==> config.mk <==
export PLATFORM = sky130hd
export DESIGN_NAME = pll_md_ctrl
export DESIGN_NICKNAME = d
export VERILOG_FILES = /design/src/rtl/pll_md_ctrl.sv
export SDC_FILE = /design/constraint.sdc
export NUM_CORES = 1
export LEC_CHECK = 0
export ABC_AREA = 1
export BUFFER_PORTS_ARGS = -buffer_cell sky130_fd_sc_hd__buf_2
export CORE_UTILIZATION = 50
export CTS_BUF_LIST = sky130_fd_sc_hd__clkbuf_4 sky130_fd_sc_hd__clkbuf_8
export DETAILED_ROUTE_END_ITERATION = 12
export GPL_TIMING_DRIVEN = 0
export PLACE_DENSITY_LB_ADDON = 0.25
export RECOVER_POWER = 25
export REMOVE_ABC_BUFFERS = 1
export SYNTH_ARGS = -nofsm -noshare
export SYNTH_HDL_FRONTEND = slang
export SYNTH_SLANG_ARGS = --single-unit
==> constraint.sdc <==
create_clock -name mdclk -period 3.9 [get_ports mdclk]
set_input_delay 0.585 -clock mdclk [delete_from_list [all_inputs] [get_ports mdclk]]
set_output_delay 0.585 -clock mdclk [all_outputs]
set_load 0.05 [all_outputs]
==> src/rtl/pll_md_ctrl.sv <==
// pll_md_ctrl: turns host commands into PLL MD-bus cycles and sequences the PLL reset/lock handshake
module pll_md_ctrl #(
  parameter int RESET_CYCLES = 16,
  parameter int LOCK_TIMEOUT = 50000,
  parameter int RD_LAT = 2,
  parameter int CNT_W = 16
) (
  input  logic       mdclk,
  input  logic       reset,
  input  logic       cmd_valid,
  output logic       cmd_ready,
  input  logic [1:0] cmd_op,
  input  logic [7:0] cmd_addr,
  input  logic [7:0] cmd_wdata,
  output logic       rsp_valid,
  output logic [7:0] rsp_rdata,
  output logic       rsp_err,
  output logic [1:0] pll_mdopc,
  output logic       pll_mdainc,
  output logic [7:0] pll_mdwdi,
  input  logic [7:0] pll_mdrdo,
  output logic       pll_reset,
  input  logic       pll_lock,
  output logic       locked,
  output logic       pll_err
);
  localparam logic [2:0] IDLE = 3'd0, ADDR = 3'd1, WR = 3'd2, RD = 3'd3,
                         RD_WAIT = 3'd4, RST_ASSERT = 3'd5, LOCK_WAIT = 3'd6, RESP = 3'd7;
  logic [2:0] state;
  logic [CNT_W-1:0] cnt;
  logic [7:0] wdata;
  logic op_rd, startup, sync1, sync2, lock_done, hold;
  // hold is true when the next state keeps locked forced low
  always_comb begin
    lock_done = sync2 || cnt == CNT_W'(LOCK_TIMEOUT - 1);
    hold = state == RST_ASSERT || (state == LOCK_WAIT && !lock_done) ||
           (state == IDLE && cmd_valid && cmd_op == 2'b10);
  end
  assign pll_mdainc = 1'b0;
  always_ff @(posedge mdclk) begin
    if (reset) begin
      state <= RST_ASSERT;
      cnt <= '0;
      wdata <= 8'h00;
      op_rd <= 1'b0;
      startup <= 1'b1;
      sync1 <= 1'b0;
      sync2 <= 1'b0;
      cmd_ready <= 1'b0;
      rsp_valid <= 1'b0;
      rsp_rdata <= 8'h00;
      rsp_err <= 1'b0;
      pll_mdopc <= 2'b00;
      pll_mdwdi <= 8'h00;
      pll_reset <= 1'b1;
      locked <= 1'b0;
      pll_err <= 1'b0;
    end else begin
      sync1 <= pll_lock;
      sync2 <= sync1;
      locked <= sync1 && !hold;
      pll_mdopc <= 2'b00;
      pll_mdwdi <= 8'h00;
      rsp_valid <= 1'b0;
      rsp_rdata <= 8'h00;
      rsp_err <= 1'b0;
      case (state)
        IDLE: if (cmd_valid) begin
          cmd_ready <= 1'b0;
          op_rd <= cmd_op[0];
          wdata <= cmd_wdata;
          if (!cmd_op[1]) begin
            state <= ADDR;
            pll_mdopc <= 2'b11;
            pll_mdwdi <= cmd_addr;
          end else if (!cmd_op[0]) begin
            state <= RST_ASSERT;
            pll_reset <= 1'b1;
            cnt <= '0;
          end else begin
            state <= RESP;
            rsp_valid <= 1'b1;
            rsp_err <= 1'b1;
          end
        end
        ADDR: begin
          state <= op_rd ? RD : WR;
          pll_mdopc <= op_rd ? 2'b10 : 2'b01;
          pll_mdwdi <= op_rd ? 8'h00 : wdata;
        end
        WR: begin
          state <= RESP;
          rsp_valid <= 1'b1;
        end
        RD: begin
          state <= RD_WAIT;
          cnt <= '0;
        end
        RD_WAIT: if (cnt == CNT_W'(RD_LAT - 1)) begin
          state <= RESP;
          rsp_valid <= 1'b1;
          rsp_rdata <= pll_mdrdo;
        end else cnt <= cnt + CNT_W'(1);
        RST_ASSERT: if (cnt == CNT_W'(RESET_CYCLES - 1)) begin
          state <= LOCK_WAIT;
          pll_reset <= 1'b0;
          cnt <= '0;
        end else cnt <= cnt + CNT_W'(1);
        LOCK_WAIT: if (lock_done) begin
          startup <= 1'b0;
          if (startup) begin
            state <= IDLE;
            cmd_ready <= 1'b1;
            pll_err <= !sync2;
          end else begin
            state <= RESP;
            rsp_valid <= 1'b1;
            rsp_err <= !sync2;
          end
        end else cnt <= cnt + CNT_W'(1);
        RESP: begin
          state <= IDLE;
          cmd_ready <= 1'b1;
        end
      endcase
    end
  end
endmodule

Yosys cells after proc, flatten, opt, wreduce, memory -nomap -nowiden:

Cells that the tools add are included.

* add/subtract/negate cells: 1
* equal/unequal tests: 20
* multiplexer cells: 43
* bitwise operators: 2
* reductions and logical operators: 22

Operator list (number)
* $mux 16: 6
* $pmux 16 s5: 1
* $mux 8: 3
* $pmux 3 s8: 1
* $mux 3: 6
* $add 16x1->16 const B: 1
* $eq 16x1->1 const B: 1
* $eq 16x16->1 const B: 1
* $eq 16x4->1 const B: 1
* $mux 1: 16
* $ne 2x2->1 const B: 8
* $pmux 8 s2: 1
* $eq 3x3->1 const B: 4
* $mux 2: 4
* $reduce_and 4->1: 2
* $eq 3x2->1 const B: 2
* $reduce_and 6->1: 1
* $reduce_and 5->1: 1
* $reduce_bool 5->1: 1
* $logic_and 1x1->1: 4
* $pmux 1 s2: 2
* $pmux 1 s4: 1
* $pmux 2 s2: 1
* $reduce_and 2->1: 2
* 12 further kinds: 17

* bits in registers: 55
* bits of input ports: 30
* logic and storage cells: 104

Depth between registers and ports, before layout:

* depth in word-level cells: 8
* depth in mapped cells: 12
* mapped depth without buffers: 11

Worst setup path before layout:

OpenSTA, ideal clock, no wires.

* kind: in2reg
* start: in cmd_op[0]
* end: reg cnt[0]
* arrival time: 1440 ps
* slack: 2346 ps
* stages on the path: 9
* path buffers: 1
* cell sequence: nor2_2 nand3_1 a21oi_2 nand2_4 inv_6 nand2_8 buf_8 a21oi_1 nor2_1

* word-level cells in the longest chain between the ends: 2

RTL lines
* start, declared: line 12 `input logic [1:0] cmd_op,`
* $ne 2x2->1 (no source line)
* $reduce_and 6->1 (no source line)
* end signal, assigned: line 103 `end else cnt <= cnt + CNT_W'(1);`
* end signal, assigned: line 108 `end else cnt <= cnt + CNT_W'(1);`
* end signal, assigned: line 120 `end else cnt <= cnt + CNT_W'(1);`
* end, declared: line 30 `logic [CNT_W-1:0] cnt;`

Every way passes these cells.
A chain may end at the register's enable or synchronous reset.

Worst setup path in the final report:

* start: in reset
* end: reg rsp_rdata[3]

* word-level cells in the longest chain between the ends: 1

RTL lines
* start, declared: line 9 `input logic reset,`
* $reduce_or 3->1 (no source line)
* end signal, assigned: line 102 `rsp_rdata <= pll_mdrdo;`
* end, declared: line 16 `output logic [7:0] rsp_rdata,`

Every way passes these cells.

==> run summary <==
The clock passes through at most 2 buffers. The tree built by TritonCTS fans out to 55 sinks. The total die area came out at 0.00598 mm². The via count of the first global-routing pass is 2398. After layout, the minimum clock period comes to approximately 2500 ps. In this run the clock root is driven by a clkbuf_8. The path class of the tightest hold or removal check is reg2reg. The fraction of synthesized cell area taken by the top area cell type came out at 38.8%. The count of port buffers added during placement came out at between 50 and 60. The max-slew violation count came out at 0. Buffers added to address setup during post-CTS repair amount to 0. The number of CTS-inserted buffers came out at 5. The proportion of layout cells with a drive suffix above 1 is between 10% and 20%.

The combined area of the multi-input logic cells came out at about 0.0015 mm². After floorplanning, the core was divided into 27 placement rows. The critical path data arrival time is about 2700 ps. The maximum frequency from static timing analysis is between 0.3 and 0.4 GHz. The die span in x is slightly below 80 µm.

Along the worst path, the maximum fanout reaches 26. The area growth from synthesis to layout is 12.9%. In the finished design, the share of the clock period the worst path needs comes to between 60% and 70%. The final route contains between 2k and 3k vias. The first routing iteration left around 190 violations. The worst pin sits at a relative slew slack of roughly a quarter. The number of maximum-capacitance violations came out at 0. The number of antenna violations at the first check in global routing is 0. The die is between 70 and 80 µm tall. The largest net degree at the start of global routing is 27. The post-cts resize count is 0. The count of nets left with antenna violations after detail routing came out at 0. The average cell area after synthesis came out at around 6.9 µm². The proportion of synthesized chip area in sequential cells came out at about two fifths. The count of state elements after synthesis came out at 55. The worst setup path is of the in2reg kind.

The first global-routing pass estimated roughly 11 mm of wire. The detail-routed via count per cell came out at about 5.0. The cell count after synthesis is roughly 410.

The number of antenna cells inserted is 0. The worst vdd rail ir drop is 0.000400 V. The async set-reset flop share out of synthesis is 0%. The congestion estimate from routability-driven global placement came to around 0.85.

The post-placement setup slack is ~1600 ps. The power density over the cells came out at a little under 600 mW/mm². The number of buffers inserted by hold repair at cts is 0. The clock transition at the registers of the reported paths is about 110 ps. The DRC violation count after routing came out at 0. Setup repair after global routing left no endpoint under its margin. Ranked by total cell area, the synthesized netlist is headed by dfxtp_1 39%, nand2_1 12%, nor2_1 11%.

The Yosys step of the flow raised 0 warnings. In this run the count of I/O pins placed on the die edge is 55. The placed instances occupy a cell area of about 0.0031 mm². The count of different cell masters after synthesis is 36.

The first TritonRoute pass finished after 4 iterations. The initial core utilization came out at roughly 52%. TritonCTS built the clock tree. The analysis attributes to cell leakage a power of 1.44 nW.

The area of the core came out at ~0.0055 mm². The count of final hold-check violations is 0. The sum of net half-perimeters after detailed placement came out at around 4.5 mm.

The overall routed net length is between 6 and 7 mm. The run finished with clean final reports. After global routing the overflow that remains totals 0. The setup skew after layout is approximately 7.9 ps. The total standard cell area after synthesis is about 0.0028 mm². The worst setup path is launched from an input port. After layout, the worst setup slack is approximately 1400 ps. The final sum of negative setup slack is 0 ps. The clock network latency to the later pin of the worst-skew pair is 320 ps. The net total in the final layout is slightly below 500. The global router's overall resource usage came out at between 20% and 30%. The H-tree depth reported by CTS is 2. Setup violations remaining at the end of the flow were counted as 0.

The required time of the worst setup path is 4100 ps. The final design area excluding fillers is 0.00320 mm². The number of inserted filler cells in the final layout came out at 559. At the pin with the least slew margin, the transition time is between 1000 and 1500 ps.

Registers take 0.00110 mm². For this run, the leading register cell type out of synthesis is dfxtp_1. The synthesized design spends more area on one cell type than any other, namely dfxtp_1. The core utilization of the finished layout is between 50% and 60%. The number of synthesized flops with an enable pin is 0.

The routed wirelength normalized by instance count came out at 11.6 µm. The critical path endpoint category is a flop.
## synthesized netlist by cell type (2+ instances only)
cell,number
and2_1,2
nand3_1,27
ha_1,2
nand4_1,5
a21oi_2,8
nor2_1,83
inv_1,42
clkinv_1,3
nor2_2,7
nand2_2,9
nor2_4,5
clkbuf_1,3
o21ai_0,15
inv_2,4
nand2_1,94
a22oi_1,9
nor3_1,2
dfxtp_1,55
buf_1,2
nand2_4,4
o21ai_1,2
a21oi_1,14
buf_4,2
## cell type report
type,instances,share of cell area [%]
inverters,50,6.02
clock inverters,3,0.898
well taps,72,2.81
clock buffers,5,2.15
repair buffers,53,7.62
multi-input cells,297,46.1
flip-flops and latches,55,34.4
## per-layer routing
| layer | vias up | track usage [%] | wire length [µm] |
|---|---|---|---|
| li1 | 1392 | - | - |
| met1 | 1175 | 27.4 | 2960 |
| met2 | 80 | 37.3 | 2840 |
| met3 | 5 | 4.52 | 353 |
| met4 | 0 | 6.60 | 65 |
| met5 | - | 0 | 0 |
## sequential cells by signal (all words and copies together), names as in the netlist, 2 cells and up
name	count
cnt	16
pll_mdwdi	8
state	3
rsp_rdata	8
wdata	8
pll_mdopc	2
## worst max-delay path, stage by stage
cell and delay (ps):
clkbuf_1 800, inv_1 730, nand4_1 520, nor2_1 80
## through the flow
step | power [W] | hold WS (ps) | std cells
floorplan | 0.00136 | 400 | 402
global placement | 0.00152 | 435 | 527
detailed placement | 0.00154 | 452 | 527
CTS | 0.00189 | 462 | 535
global route | 0.00200 | 470 | 535
finish | 0.00187 | 456 | 535
## power breakdown
group          switching, W  internal, W  total, W
Combinational      0.000553     0.000249  0.000802
Sequential        0.0000899     0.000635  0.000725
Clock              0.000211     0.000136  0.000347
## cells in the final DEF, fill, tap and decap left out
cell	count
conb_1	1
nand3_2	1
o2111ai_1	1
nand3_4	1
nand2_2	9
nand2_8	1
nor2_2	7
inv_6	3
nand4_1	5
nand3_1	27
buf_2	36
o21bai_1	1
o21ai_0	15
nor3_2	1
inv_2	4
nor3_1	2
nor2_1	83
a22oi_1	9
nand2_4	4
a21oi_1	14
o21ai_1	2
o211ai_1	1
and2_1	2
nor2_4	5
dfxtp_1	55
ha_1	2
clkbuf_1	17
inv_8	1
clkbuf_8	5
clkinv_1	3
nand2_1	94
inv_1	42
nor2_8	1
a21oi_2	8
## cells by family (layout without fill, tap and decap cells)
logic type      count (synthesis)  after routing  share of synthesized area, %
simple gates                  243            243                          39.9
buf+inv                        60            111                          9.09
flops                          55             55                          38.8
fa+ha+maj                       2              2                         0.882
other cells                     1              1                         0.132
compound gates                 51             51                          11.2
## worst paths after layout
path         startpoint  cells past startpoint  slack, ps      endpoint
max               reset                      4       1370  rsp_rdata[3]
max reg2reg    state[1]                      6       1650         op_rd
min reg2reg       sync1                      2        460         sync2
min               sync1                      2        460         sync2
Power figures use the tool's default switching activity.
